<file path="src/rtl/spi_multiplier.sv">
// SPI-slave multiplier peripheral. The master shifts in two WIDTH-bit operands
// (A then B, MSB first). A sequential shift-add datapath forms the 2*WIDTH-bit
// product, which the master then clocks back out on MISO, MSB first.
// Define SPI_MULT_SIGNED_EN to treat the operands and the product as two's complement.
module spi_multiplier #(
  parameter int unsigned WIDTH       = 4,
  parameter int unsigned SYNC_STAGES = 2
) (
  input  logic CLK,
  input  logic RST,
  input  logic CS,
  input  logic SCLK,
  input  logic MOSI,
  output logic MISO,
  output logic BUSY
);

  localparam int unsigned PW = 2 * WIDTH;
  localparam int unsigned CW = $clog2(PW + 1);

  typedef enum logic [1:0] {StIdle, StRx, StMul, StTx} state_e;

  logic [SYNC_STAGES-1:0] sclk_sync, mosi_sync, cs_sync;
  logic                   sclk_prev, sclk_rise, sclk_fall, mosi_bit, cs_act;

  state_e           state;
  logic [PW-2:0]    rx_sr;
  logic [PW-1:0]    mcand, acc, tx_sr;
  logic [WIDTH-1:0] mplier;
  logic [CW-1:0]    cnt;
  logic             pending;

  logic [PW-1:0]    rx_nx, addend, acc_nx, a_ext;
  logic             mul_last;

  // Synchronise the pins, then register edge pulses with MOSI and CS kept aligned to them
  always_ff @(posedge CLK) begin
    if (RST) begin
      sclk_sync <= '0;
      mosi_sync <= '0;
      cs_sync   <= '0;
      sclk_prev <= 1'b0;
      sclk_rise <= 1'b0;
      sclk_fall <= 1'b0;
      mosi_bit  <= 1'b0;
      cs_act    <= 1'b0;
    end else begin
      sclk_sync <= {sclk_sync[SYNC_STAGES-2:0], SCLK};
      mosi_sync <= {mosi_sync[SYNC_STAGES-2:0], MOSI};
      cs_sync   <= {cs_sync[SYNC_STAGES-2:0], CS};
      sclk_prev <= sclk_sync[SYNC_STAGES-1];
      sclk_rise <= sclk_sync[SYNC_STAGES-1] & ~sclk_prev;
      sclk_fall <= ~sclk_sync[SYNC_STAGES-1] & sclk_prev;
      mosi_bit  <= mosi_sync[SYNC_STAGES-1];
      cs_act    <= cs_sync[SYNC_STAGES-1];
    end
  end

  // Next RX word, operand extension and the shift-add step
  always_comb begin
    rx_nx    = {rx_sr, mosi_bit};
`ifdef SPI_MULT_SIGNED_EN
    a_ext    = {{WIDTH{rx_nx[PW-1]}}, rx_nx[PW-1:WIDTH]};
`else
    a_ext    = {{WIDTH{1'b0}}, rx_nx[PW-1:WIDTH]};
`endif
    mul_last = (cnt == CW'(WIDTH - 1));
    addend   = mplier[0] ? mcand : '0;
`ifdef SPI_MULT_SIGNED_EN
    // The multiplier MSB carries negative weight, so its partial product is subtracted
    acc_nx   = mul_last ? (acc - addend) : (acc + addend);
`else
    acc_nx   = acc + addend;
`endif
  end

  // Frame FSM: receive operands, multiply, shift the product out
  always_ff @(posedge CLK) begin
    if (RST) begin
      state   <= StIdle;
      rx_sr   <= '0;
      mcand   <= '0;
      mplier  <= '0;
      acc     <= '0;
      tx_sr   <= '0;
      cnt     <= '0;
      pending <= 1'b0;
      BUSY    <= 1'b0;
    end else if (!cs_act) begin
      // Deselect discards any partial frame or product
      state   <= StIdle;
      rx_sr   <= '0;
      mcand   <= '0;
      mplier  <= '0;
      acc     <= '0;
      tx_sr   <= '0;
      cnt     <= '0;
      pending <= 1'b0;
      BUSY    <= 1'b0;
    end else begin
      case (state)
        StIdle: begin
          state <= StRx;
          cnt   <= '0;
          rx_sr <= '0;
        end
        StRx: begin
          if (sclk_rise) begin
            rx_sr <= rx_nx[PW-2:0];
            if (cnt == CW'(PW - 1)) begin
              mcand  <= a_ext;
              mplier <= rx_nx[WIDTH-1:0];
              acc    <= '0;
              cnt    <= '0;
              BUSY   <= 1'b1;
              state  <= StMul;
            end else begin
              cnt <= cnt + 1'b1;
            end
          end
        end
        StMul: begin
          acc    <= acc_nx;
          mcand  <= mcand << 1;
          mplier <= mplier >> 1;
          if (mul_last) begin
            tx_sr   <= acc_nx;
            pending <= 1'b0;
            BUSY    <= 1'b0;
            state   <= StTx;
          end else begin
            cnt <= cnt + 1'b1;
          end
        end
        StTx: begin
          // Shift only on a fall that follows a rise, so MISO is stable when the master samples
          if (sclk_fall && pending) begin
            tx_sr   <= tx_sr << 1;
            pending <= 1'b0;
          end else if (sclk_rise) begin
            pending <= 1'b1;
          end
        end
        default: state <= StIdle;
      endcase
    end
  end

  // tx_sr is zero outside TX, so MISO idles low
  assign MISO = tx_sr[PW-1];

endmodule
</file>
<file path="config.mk">
export PLATFORM = sky130hd
export DESIGN_NAME = spi_multiplier
export DESIGN_NICKNAME = d
export VERILOG_FILES = /design/src/rtl/spi_multiplier.sv
export SDC_FILE = /design/constraint.sdc
export NUM_CORES = 1
export LEC_CHECK = 0
export CAP_MARGIN = 10
export CORE_MARGIN = 8
export CORE_UTILIZATION = 61
export DETAILED_ROUTE_END_ITERATION = 10
export GPL_ROUTABILITY_DRIVEN = 0
export GPL_TIMING_DRIVEN = 0
export PLACE_DENSITY = 0.87
export SLEW_MARGIN = 20
export SYNTH_ARGS = -nofsm -noshare
export SYNTH_HDL_FRONTEND = slang
export SYNTH_SLANG_ARGS = --single-unit
</file>
<file path="constraint.sdc">
create_clock -name CLK -period 2.85 [get_ports CLK]
set_input_delay 0.57 -clock CLK [delete_from_list [all_inputs] [get_ports CLK]]
set_output_delay 0.57 -clock CLK [all_outputs]
set_load 0.01 [all_outputs]
</file>
==> tab_implementation.tex, run 1 <==
\begin{tabular}{lr}
\hline
Metric & Value \\
\hline
\multicolumn{2}{l}{\textbf{Timing}} \\
\quad Total setup violations reported at the end of the flow & 0 \\
\quad Max-Slew Margin vs Limit & 59.5\% \\
\quad Period minus WS final & 2510 ps \\
\quad Setup TNS & 0 ps \\
\quad Max-slew violation total from the final report & 0 \\
\quad Total count of hold-check failures in the final report & 0 \\
\quad Post-route fraction of the period consumed by the critical path & 88.1\% \\
\quad RSZ-0062 raised after global routing & false \\
\quad Post-route clock skew & 9.74 ps \\
\quad Maximum clock frequency & 0.398 GHz \\
\quad Final worst slack & 339 ps \\
\quad Measured slew at the worst slew-check pin & 608 ps \\
\multicolumn{2}{l}{\textbf{Pwr}} \\
\quad NetSw & 0.000278 W \\
\quad Worst voltage drop across the vdd grid & 0.415 mV \\
\quad Part of the total power dissipated in combinational logic & 2.2\% \\
\quad Internal & 0.000950 W \\
\quad Switching part of the total power & 22.6\% \\
\quad Power share of the clock group & 35.7\% \\
\quad Power per unit of standard cell area & 427 mW/mm\^{}2 \\
\quad Sequential cell fraction of total power & 62.1\% \\
\quad Lkg Pwr & 1.02 nW \\
\multicolumn{2}{l}{\textbf{Worst setup path}} \\
\quad Launch point of the worst reg-to-reg path & mplier[0] \\
\quad Max stage delay cell, worst path & fa\_1 \\
\quad Reg-to-reg setup timing slack & 340 ps \\
\quad Start point of the critical path & mplier[0] \\
\quad Type of the setup path with the least slack & flop to flop \\
\quad WP data required & 3040 ps \\
\quad Data arrival time of the critical path & 2710 ps \\
\quad Delay of the slowest cell on the worst path & 440 ps \\
\quad CP cell instances & clkbuf\_1, and2\_1, ha\_1, fa\_1, a211o\_1, and4\_1, o31ai\_1, a31oi\_1 \\
\quad CP Max Fanout & 10 \\
\quad Endpoint kind of the worst setup timing path & flop \\
\quad Cell count of the worst reg-to-reg path & 8 \\
\quad Category of cells accounting for the largest share of critical-path delay & compound AO/OA/AOI/OAI gates \\
\quad Buffer and inverter count on the worst path & 1 \\
\quad WP depth & 8 \\
\quad Startpoint type of the worst setup path & flop \\
\multicolumn{2}{l}{\textbf{Synth}} \\
\quad Area share of the largest cell type after synthesis & 40.7\% \\
\quad Post-Syn Nets & 312 \\
\quad Ranking of synthesized cells by instance count & dfxtp\_1 (54), nor2\_1 (32), a21oi\_1 (17), nand2\_1 (15), nor2b\_1 (14) \\
\quad Syn Std Cell Area & 0.00265 mm\^{}2 \\
\quad Share of the yosys chip area belonging to registers & 40.7\% \\
\quad Post-synthesis instance total & 293 \\
\quad Number of flops mapped to enable cells by yosys & 0 \\
\quad Most repeated cell in the gate-level netlist after synthesis & dfxtp\_1 \\
\quad Post-synthesis area per instance & 9.06 um\^{}2 \\
\quad Ys async rst share & 0\% \\
\quad Leading area contributor after synthesis & dfxtp\_1 \\
\quad Synth area leaders & dfxtp\_1 (41\%), ha\_1 (6.1\%), nor2\_1 (4.5\%) \\
\quad Top\_reg\_cell synth & dfxtp\_1 \\
\quad Synthesis Warnings & 0 \\
\quad Synthesized flop and latch total & 54 \\
\quad Number of distinct library cells after synthesis & 55 \\
\multicolumn{2}{l}{\textbf{GRT}} \\
\quad Total global routing overflow & 0 \\
\quad Total global routing track utilization & 17.7\% \\
\quad Wire length of the first global-routing pass & 9.34 mm \\
\quad Vias in the first global route & 2043 \\
\quad Maximum number of pins on one net before global-route repair & 19 \\
\quad Antenna violations before repair & 0 \\
\multicolumn{2}{l}{\textbf{Route}} \\
\quad Avg Vias per Cell & 6.01 \\
\quad Violation count after the first detailed-route iteration & 137 \\
\quad Drt total wl & 5.56 mm \\
\quad Number of routed nets with antenna violations & 0 \\
\quad Mean routed wirelength per cell & 15.5 um \\
\quad Post-route DRC violation count & 0 \\
\quad Routed vias & 2159 \\
\quad Number of search-and-repair iterations in the first detailed-routing pass & 5 \\
\multicolumn{2}{l}{\textbf{Cells and area}} \\
\quad Number of diodes & 0 \\
\quad \# fillers & 359 \\
\quad Ratio of cells with drive above 1 in the final layout & 8.79\% \\
\quad Final Net Count & 325 \\
\quad Area added between synthesis and finish & 8.25\% \\
\multicolumn{2}{l}{\textbf{Die}} \\
\quad Die extent in x & 82.0 um \\
\quad Area of the die & 0.00672 mm\^{}2 \\
\quad Number of top-level pins & 7 \\
\quad Die span in y & 82.0 um \\
\quad Std-Cell Core Area & 0.00426 mm\^{}2 \\
\quad Effective utilization at floorplan & 62.2\% \\
\quad Number of rows in the core area & 24 \\
\multicolumn{2}{l}{\textbf{Clock tree}} \\
\quad Cell at the root of the clock tree & clkbuf\_8 \\
\quad CTS H-Tree Depth & 2 \\
\quad Post\_cts resized & 0 \\
\quad Clock Pin Slew Worst Setup and Hold Paths & 100 ps \\
\quad Number of buffers added by the clock tree synthesis step & 5 \\
\quad Sinks on Clock Net & 54 \\
\quad Maximum buffer depth of the clock tree & 2 \\
\quad CTS tree & done \\
\quad Post-CTS setup buffer count & 0 \\
\quad Clock insertion delay at the later pin of the skew report & 310 ps \\
\quad Post-CTS Hold Buffers & 0 \\
\multicolumn{2}{l}{\textbf{Placed design}} \\
\quad Setup WS pre-CTS & 366 ps \\
\quad Number of buffer cells added on primary ports & 6 \\
\quad DP Wirelength & 4.10 mm \\
\multicolumn{2}{l}{\textbf{Min path}} \\
\quad Min-Delay Path Class & flop to flop \\
\quad Worst min-delay path startpoint & sclk\_prev \\
\quad Hold-critical path depth & 1 \\
\multicolumn{2}{l}{\textbf{Run status}} \\
\quad Outcome & finished clean \\
\multicolumn{2}{l}{\textbf{Job}} \\
\quad Maximum Capacitance Violations & 0 \\
\hline
\end{tabular}
## through the flow
stage                     hold slack [ps]  cells  util [%]  power (W)  area, um^2
after floorplan                       383    293         -   0.000796        2650
after global placement                386    351      65.2   0.000806        2780
after detailed placement              425    351      65.2   0.000807        2780
after CTS                             440    359      67.4    0.00124        2870
after global routing                  441    359      67.4    0.00127        2870
final                                 434    359      67.4    0.00123        2870
## logic make-up (layout without fill, tap and decap cells)
kind of cell	after synthesis	after routing	share of synthesized area, %
AO/OA/AOI/OAI	83	83	22.7
XOR/XNOR	1	1	0.330
adder cells (fa/ha/maj)	14	14	6.88
buffers and inverters	25	39	4.29
flip-flops	54	54	40.7
multiplexers	9	9	3.39
AND/OR/NAND/NOR	107	107	21.6
## cell usage in the layout (no fill, tap or decap), types with 9 or more instances in the layout
cell	instances
a22oi_1	13
ha_1	13
a21oi_1	17
dfxtp_1	54
clkbuf_1	9
mux2i_1	9
nor2b_1	14
inv_1	9
nand2_1	15
nand3_1	12
o21ai_0	10
nor2_1	32
a211oi_1	11
## power groups by stage
stage	combinational, W	sequential [W]	clock [W]
4_1_cts	0.0000270	0.000763	0.000448
6_report	0.0000269	0.000762	0.000438
2_1_floorplan	0.0000165	0.000779	0
5_1_grt	0.0000298	0.000763	0.000479
3_5_place_dp	0.0000270	0.000780	0
3_3_place_gp	0.0000263	0.000780	0
## path summary, 6_finish.rpt
| path | end |
|---|---|
| hold / removal | sclk_rise |
| setup reg to reg | tx_sr[6] |
| hold reg to reg | sclk_rise |
| setup / recovery | tx_sr[6] |
## state kept, by name (all words and copies together) (netlist names), 2 cells and up
name       cells
cs_sync        2
mcand          8
rx_sr          7
mosi_sync      2
tx_sr          8
acc            8
cnt            4
sclk_sync      2
mplier         4
state          2
## final cells by class
cell class	count	area, um^2	share of cell area (%)
Multi-Input combinational cell	214	1460	50.8
Sequential cell	54	1080	37.6
Buffer	16	80.1	2.79
Clock buffer	5	68.8	2.40
Tap cell	52	65.1	2.26
Timing Repair Buffer	6	60.1	2.09
Inverter	9	33.8	1.18
Clock inverter	3	25.0	0.871
## layer usage
metal / track usage [%] / vias up / wire length (um)
li1: - / 1089 / -
met1: 21.3 / 1021 / 2580
met2: 30.3 / 40 / 2740
met3: 4.27 / 9 / 156
met4: 5.09 / 0 / 82
met5: 0 / - / 0
(Power assumes the default switching activity.)
==> inputs of run 2 (changes only) <==
--- a/config.mk
+++ b/config.mk
@@ -7,11 +7,12 @@
 export LEC_CHECK = 0
 export CAP_MARGIN = 10
 export CORE_MARGIN = 8
-export CORE_UTILIZATION = 61
+export CORE_UTILIZATION = 65
 export DETAILED_ROUTE_END_ITERATION = 10
 export GPL_ROUTABILITY_DRIVEN = 0
 export GPL_TIMING_DRIVEN = 0
-export PLACE_DENSITY = 0.87
+export HOLD_SLACK_MARGIN = 0.15
+export PLACE_DENSITY = 0.91
 export SLEW_MARGIN = 20
 export SYNTH_ARGS = -nofsm -noshare
 export SYNTH_HDL_FRONTEND = slang
==> constraint.sdc (replaced) <==
create_clock -name CLK -period 3.05 [get_ports CLK]
set_input_delay 0.61 -clock CLK [delete_from_list [all_inputs] [get_ports CLK]]
set_output_delay 0.61 -clock CLK [all_outputs]
set_load 0.01 [all_outputs]
==> run 2 against run 1 <==
Maximum frequency down 1.9%; combinational power fell by 5%; clock power shrank 6.6%; worst setup slack better by 150 ps; critical endpoint unchanged; largest power group unchanged; highest routed layer unchanged.
==> tab_implementation.tex, run 2 (synthesized netlist as in run 1, its figures left out) <==
\begin{tabular}{lr}
\hline
Metric & Value \\
\hline
\multicolumn{2}{l}{\textbf{Clock tree}} \\
\quad Maximum buffer depth of the clock tree & 2 (unchanged) \\
\quad Clock insertion delay at the later pin of the skew report & 310 ps (about the same) \\
\quad Number of buffers added by the clock tree synthesis step & 5 (unchanged) \\
\quad Post-CTS setup buffer count & 0 (unchanged) \\
\quad Clock Pin Slew Worst Setup and Hold Paths & 90 ps (about the same) \\
\quad Sinks on Clock Net & 54 (unchanged) \\
\quad CTS H-Tree Depth & 2 (unchanged) \\
\quad Post-CTS Hold Buffers & 0 (unchanged) \\
\quad Cell at the root of the clock tree & clkbuf\_8 \\
\quad Post\_cts resized & 0 (unchanged) \\
\quad CTS tree & done \\
\multicolumn{2}{l}{\textbf{Pwr}} \\
\quad Sum of internal, switching and leakage power & 0.00115 W (-6.6\%) \\
\quad Worst voltage drop across the vdd grid & 0.364 mV (-12\%) \\
\quad Lkg Pwr & 1.03 nW (+0.34\%) \\
\quad Power per unit of standard cell area & 400 mW/mm\^{}2 (-6.4\%) \\
\multicolumn{2}{l}{\textbf{Timing}} \\
\quad Measured slew at the worst slew-check pin & 615 ps (+7.14 ps) \\
\quad Setup TNS & 0 ps (unchanged) \\
\quad Post-route fraction of the period consumed by the critical path & 83.9\% (-4.2 points) \\
\quad Maximum clock frequency & 0.391 GHz (-1.9\%) \\
\quad Period minus WS final & 2560 ps (+47.9 ps) \\
\quad Post-route clock skew & 9.32 ps (-0.419 ps) \\
\quad Max-Slew Margin vs Limit & 59.0\% (-0.48 points) \\
\quad RSZ-0062 raised after global routing & false \\
\quad Total count of hold-check failures in the final report & 0 (unchanged) \\
\quad Max-slew violation total from the final report & 0 (unchanged) \\
\quad Total setup violations reported at the end of the flow & 0 (unchanged) \\
\multicolumn{2}{l}{\textbf{Cells and area}} \\
\quad Commonest cells after routing, fill and taps aside & dfxtp\_1 (54), nor2\_1 (32), a21oi\_1 (17) \\
\quad Final Net Count & 325 (unchanged) \\
\quad Number of diodes & 0 (unchanged) \\
\quad Ratio of cells with drive above 1 in the final layout & 8.47\% (-0.33 points) \\
\quad Total non-filler cell area in the finished layout & 0.00287 mm\^{}2 (-0.17\%) \\
\quad Most common library cell in the layout ignoring fill and taps & dfxtp\_1 \\
\quad Largest registers & acc x8, mcand x8, tx\_sr x8 \\
\quad Area added between synthesis and finish & 8.06\% \\
\quad \# fillers & 291 (-19\%) \\
\quad Post-route core utilization & 72.2\% (+4.8 points) \\
\multicolumn{2}{l}{\textbf{GRT}} \\
\quad Total global routing track utilization & 18.5\% (+0.84 points) \\
\quad Wire length of the first global-routing pass & 9.58 mm (+2.7\%) \\
\quad Antenna violations before repair & 0 (unchanged) \\
\quad Maximum number of pins on one net before global-route repair & 16 (-3) \\
\quad Total global routing overflow & 0 (unchanged) \\
\quad Vias in the first global route & 2142 (+4.8\%) \\
\multicolumn{2}{l}{\textbf{Min path}} \\
\quad Min-Delay Path Class & flop to flop \\
\multicolumn{2}{l}{\textbf{Placed design}} \\
\quad DP Wirelength & 4.11 mm (+0.26\%) \\
\quad Number of buffer cells added on primary ports & 6 (unchanged) \\
\quad Cell area after placement & 0.00278 mm\^{}2 (about the same) \\
\multicolumn{2}{l}{\textbf{Die}} \\
\quad Die span in y & 79.9 um (-2.5\%) \\
\quad Effective utilization at floorplan & 66.8\% (+4.6 points) \\
\quad Number of top-level pins & 7 (unchanged) \\
\quad Number of rows in the core area & 23 (-4.2\%) \\
\quad Std-Cell Core Area & 0.00397 mm\^{}2 (-6.9\%) \\
\quad Area of the die & 0.00638 mm\^{}2 (-5.0\%) \\
\quad Die extent in x & 79.9 um (-2.5\%) \\
\multicolumn{2}{l}{\textbf{Route}} \\
\quad Post-route DRC violation count & 0 (unchanged) \\
\quad Mean routed wirelength per cell & 16.0 um (+3.5\%) \\
\quad Number of search-and-repair iterations in the first detailed-routing pass & 4 (-1) \\
\quad Violation count after the first detailed-route iteration & 159 (+16\%) \\
\quad Number of routed nets with antenna violations & 0 (unchanged) \\
\quad Avg Vias per Cell & 6.25 (+4.0\%) \\
\quad Routed vias & 2233 (+3.4\%) \\
\quad Drt total wl & 5.72 mm (+2.9\%) \\
\multicolumn{2}{l}{\textbf{Job}} \\
\quad Maximum Capacitance Violations & 0 (unchanged) \\
\multicolumn{2}{l}{\textbf{Run status}} \\
\quad Outcome & finished clean \\
\multicolumn{2}{l}{\textbf{Worst setup path}} \\
\quad Type of the setup path with the least slack & flop to flop \\
\quad Endpoint kind of the worst setup timing path & flop \\
\quad Data arrival time of the critical path & 2750 ps (+40 ps) \\
\quad CP Max Fanout & 10 (unchanged) \\
\quad WP data required & 3240 ps (+200 ps) \\
\quad Startpoint type of the worst setup path & flop \\
\hline
\end{tabular}
[run 2: area by class of cell]
type	count	area [um^2]	share of cell area, %
Buffer	16	80.1	2.79
Clock buffer	7	86.3	3.01
Clock inverter	1	5.00	0.175
Inverter	9	33.8	1.18
Multi-Input combinational cell	214	1460	50.9
Sequential cell	54	1080	37.7
Tap cell	50	62.6	2.18
Timing Repair Buffer	6	60.1	2.09
[run 2: critical path: stages, from the launching register on]
cell,delay [ps]
dfxtp_1,300
clkbuf_1,190
and2_1,210
ha_1,220
fa_1,440
a211o_1,330
and4_1,220
o31ai_1,380
a31oi_1,140
[run 2: through the flow]
step	hold slack [ps]	std cells	setup WS, ps
after floorplan	383	293	870
after global placement	390	349	559
after detailed placement	413	349	498
after CTS	430	357	502
after global routing	449	357	410
final	428	357	491
[run 2: worst paths after layout]
check	slack [ps]	startpoint	cells after the start	endpoint
worst max-delay path	490	mplier[0]	8	tx_sr[6]
worst min-delay path	430	sclk_sync[1]	1	sclk_fall
worst max register to register	490	mplier[0]	8	tx_sr[6]
worst min register to register	430	sclk_sync[1]	1	sclk_fall
[run 2: layer usage]
metal  global-route usage (%)  part of all wire (%)  up-vias
met4                     9.82                   2.4        0
met5                        0                     0        -
met2                     30.2                    49       67
met1                     21.7                    44     1065
li1                         -                     -     1089
met3                     4.73                   4.5       12
[run 2: power breakdown]
group,leakage [nW],switching (W),internal (W)
Sequential,0.436,0.00000268,0.000710
Combinational,0.542,0.0000143,0.0000112
Clock,0.0482,0.000225,0.000184
Total,1.03,0.000242,0.000905
==> inputs of run 3 (changes only) <==
--- a/config.mk
+++ b/config.mk
@@ -7,12 +7,12 @@
 export LEC_CHECK = 0
 export CAP_MARGIN = 10
 export CORE_MARGIN = 8
-export CORE_UTILIZATION = 65
+export CORE_UTILIZATION = 61
 export DETAILED_ROUTE_END_ITERATION = 10
 export GPL_ROUTABILITY_DRIVEN = 0
 export GPL_TIMING_DRIVEN = 0
 export HOLD_SLACK_MARGIN = 0.15
-export PLACE_DENSITY = 0.91
+export PLACE_DENSITY = 0.87
 export SLEW_MARGIN = 20
 export SYNTH_ARGS = -nofsm -noshare
 export SYNTH_HDL_FRONTEND = slang
==> constraint.sdc (replaced) <==
create_clock -name CLK -period 2.6 [get_ports CLK]
set_input_delay 0.52 -clock CLK [delete_from_list [all_inputs] [get_ports CLK]]
set_output_delay 0.52 -clock CLK [all_outputs]
set_load 0.01 [all_outputs]
==> run 3 against run 2 <==
Critical endpoint unchanged; maximum frequency grew 3.6%; critical path type unchanged; combinational power grew 16%; register-to-register slack lost 360 ps; largest power group unchanged.
==> tab_implementation.tex, run 3 (synthesized netlist as in run 1, its figures left out) <==
\begin{tabular}{lr}
\hline
Metric & Value \\
\hline
\multicolumn{2}{l}{\textbf{Timing}} \\
\quad Max-Slew Margin vs Limit & 59.2\% (+0.14 points) \\
\quad Post-route fraction of the period consumed by the critical path & 95.0\% (+11 points) \\
\quad Total setup violations reported at the end of the flow & 0 (unchanged) \\
\quad Max-slew violation total from the final report & 0 (unchanged) \\
\quad Worst slack on hold paths & 434 ps (+5.59 ps) \\
\quad Period minus WS final & 2470 ps (-90.1 ps) \\
\quad Measured slew at the worst slew-check pin & 613 ps (-2.06 ps) \\
\quad Post-route clock skew & 10.6 ps (+1.24 ps) \\
\quad Maximum clock frequency & 0.405 GHz (+3.6\%) \\
\quad Setup TNS & 0 ps (unchanged) \\
\quad RSZ-0062 raised after global routing & false \\
\quad Total count of hold-check failures in the final report & 0 (unchanged) \\
\multicolumn{2}{l}{\textbf{Die}} \\
\quad Area of the die & 0.00672 mm\^{}2 (+5.2\%) \\
\quad Std-Cell Core Area & 0.00426 mm\^{}2 (+7.4\%) \\
\quad Number of rows in the core area & 24 (+4.3\%) \\
\quad Die span in y & 82.0 um (+2.6\%) \\
\quad Effective utilization at floorplan & 62.2\% (-4.6 points) \\
\quad Number of top-level pins & 7 (unchanged) \\
\quad Die extent in x & 82.0 um (+2.6\%) \\
\multicolumn{2}{l}{\textbf{Placed design}} \\
\quad Cell count after placement & 351 (+0.57\%) \\
\quad Number of buffer cells added on primary ports & 6 (unchanged) \\
\quad DP Wirelength & 4.10 mm (-0.26\%) \\
\multicolumn{2}{l}{\textbf{Min path}} \\
\quad Worst min-delay path startpoint & sclk\_prev \\
\quad Min-Delay Path Class & flop to flop \\
\quad Hold-critical path depth & 1 (unchanged) \\
\quad Endpoint, Worst Hold & sclk\_rise \\
\multicolumn{2}{l}{\textbf{Clock tree}} \\
\quad Sinks on Clock Net & 54 (unchanged) \\
\quad CTS tree & done \\
\quad Cell at the root of the clock tree & clkbuf\_8 \\
\quad Maximum buffer depth of the clock tree & 2 (unchanged) \\
\quad CTS H-Tree Depth & 2 (unchanged) \\
\quad Clock Pin Slew Worst Setup and Hold Paths & 100 ps (about the same) \\
\quad Number of buffers added by the clock tree synthesis step & 5 (unchanged) \\
\quad Post-CTS setup buffer count & 0 (unchanged) \\
\quad Clock insertion delay at the later pin of the skew report & 310 ps (about the same) \\
\multicolumn{2}{l}{\textbf{Route}} \\
\quad Drt total wl & 5.64 mm (-1.4\%) \\
\quad Mean routed wirelength per cell & 15.7 um (-2.0\%) \\
\quad Violation count after the first detailed-route iteration & 147 (-7.5\%) \\
\quad Avg Vias per Cell & 6.13 (-2.1\%) \\
\quad Routed vias & 2199 (-1.5\%) \\
\quad Number of search-and-repair iterations in the first detailed-routing pass & 4 (unchanged) \\
\quad Post-route DRC violation count & 0 (unchanged) \\
\quad Number of routed nets with antenna violations & 0 (unchanged) \\
\multicolumn{2}{l}{\textbf{Cells and area}} \\
\quad \# fillers & 358 (+23\%) \\
\quad Ratio of cells with drive above 1 in the final layout & 9.12\% (+0.65 points) \\
\quad Final Non-Filler Cells & 359 (+0.56\%) \\
\quad Commonest cells after routing, fill and taps aside & dfxtp\_1 (54), nor2\_1 (32), a21oi\_1 (17) \\
\quad Area of all sequential standard cells & 0.00108 mm\^{}2 (unchanged) \\
\quad Post-route core utilization & 67.8\% (-4.4 points) \\
\quad Largest registers & acc x8, mcand x8, tx\_sr x8 \\
\quad Area occupied by multi-input gates & 0.00148 mm\^{}2 (+1.2\%) \\
\quad Number of diodes & 0 (unchanged) \\
\quad Final Net Count & 325 (unchanged) \\
\quad Area added between synthesis and finish & 8.91\% \\
\quad Most common library cell in the layout ignoring fill and taps & dfxtp\_1 \\
\multicolumn{2}{l}{\textbf{GRT}} \\
\quad Vias in the first global route & 2043 (-4.6\%) \\
\quad Total global routing overflow & 0 (unchanged) \\
\quad Maximum number of pins on one net before global-route repair & 19 (+3) \\
\quad Wire length of the first global-routing pass & 9.34 mm (-2.6\%) \\
\quad Total global routing track utilization & 17.7\% (-0.84 points) \\
\quad Antenna violations before repair & 0 (unchanged) \\
\multicolumn{2}{l}{\textbf{Worst setup path}} \\
\quad CP cell instances & clkbuf\_1, and2\_1, ha\_1, fa\_1, a211o\_1, and4\_1, o31ai\_2, a31oi\_1 \\
\quad Cell count of the worst reg-to-reg path & 8 (unchanged) \\
\quad Startpoint type of the worst setup path & flop \\
\quad CP Max Fanout & 10 (unchanged) \\
\quad Delay of the slowest cell on the worst path & 440 ps (about the same) \\
\quad Buffer and inverter count on the worst path & 1 (unchanged) \\
\quad Max stage delay cell, worst path & fa\_1 \\
\quad Endpoint kind of the worst setup timing path & flop \\
\quad Launch point of the worst reg-to-reg path & mplier[0] \\
\quad Crit Reg-Reg Endpoint & tx\_sr[6] \\
\quad WP data required & 2800 ps (-440 ps) \\
\quad Data arrival time of the critical path & 2670 ps (-80 ps) \\
\quad Category of cells accounting for the largest share of critical-path delay & compound AO/OA/AOI/OAI gates \\
\quad Type of the setup path with the least slack & flop to flop \\
\quad Reg-to-reg setup timing slack & 130 ps (-360 ps) \\
\multicolumn{2}{l}{\textbf{Pwr}} \\
\quad Worst voltage drop across the vdd grid & 0.455 mV (+25\%) \\
\quad Lkg Pwr & 1.03 nW (about the same) \\
\quad Power per unit of standard cell area & 466 mW/mm\^{}2 (+17\%) \\
\multicolumn{2}{l}{\textbf{Job}} \\
\quad Maximum Capacitance Violations & 0 (unchanged) \\
\multicolumn{2}{l}{\textbf{Run status}} \\
\quad Outcome & finished clean \\
\hline
\end{tabular}
==> run 3: cell count changes in the layout (fill, tap and decap cells not counted), sizes merged <==
cell,delta
inv,+1
clkinvlp,+1
clkbuf,-2
==> run 3: layout make-up <==
type	instances	area share [%]
multi-input combinational	214	51.1
inverter	9	1.17
sequential	54	37.4
clock buffer	5	2.38
buffer	16	2.77
tap	52	2.25
clock inverter	3	0.866
timing repair buffer	6	2.08
==> run 3: power by group <==
part           internal [W]  total (W)  switching (W)  leakage, nW
Clock              0.000195   0.000482       0.000287       0.0447
Sequential         0.000833   0.000836     0.00000280        0.436
Combinational     0.0000132  0.0000295      0.0000164        0.546
==> run 3: worst max-delay path by stage <==
stage               startpoint        to  slack, ps  cells past startpoint
floorplan            mplier[0]  tx_sr[6]        420                      8
global placement     mplier[0]  tx_sr[6]        150                      8
detailed placement   mplier[0]  tx_sr[6]        120                      8
CTS                  mplier[0]  tx_sr[6]        100                      8
global route         mplier[0]  tx_sr[6]         30                      8
finish               mplier[0]  tx_sr[6]        130                      8
==> run 3: repair_timing <==
action,4_1_cts,5_1_grt
endpoints found under the setup margin,0,1
resized for setup,0,2
hold buffers,0,0
==> run 3: per-stage QoR <==
stage,power (W),area (um^2),setup slack (ps)
detailed placement,0.000885,2780,116
floorplan,0.000872,2650,420
global route,0.00139,2890,29.4
global placement,0.000883,2780,151
finish,0.00135,2890,131
CTS,0.00136,2870,102
==> run 3: metal layers <==
layer  routed length, um  part of all wire [%]  vias to the layer above  global-route usage (%)
met5                   0                     0                        -                       0
met2                2800                    50                       45                    30.3
met4                  95                   1.7                        0                    5.09
li1                    -                     -                     1089                       -
met3                 193                   3.4                       11                    4.27
met1                2550                    45                     1054                    21.3
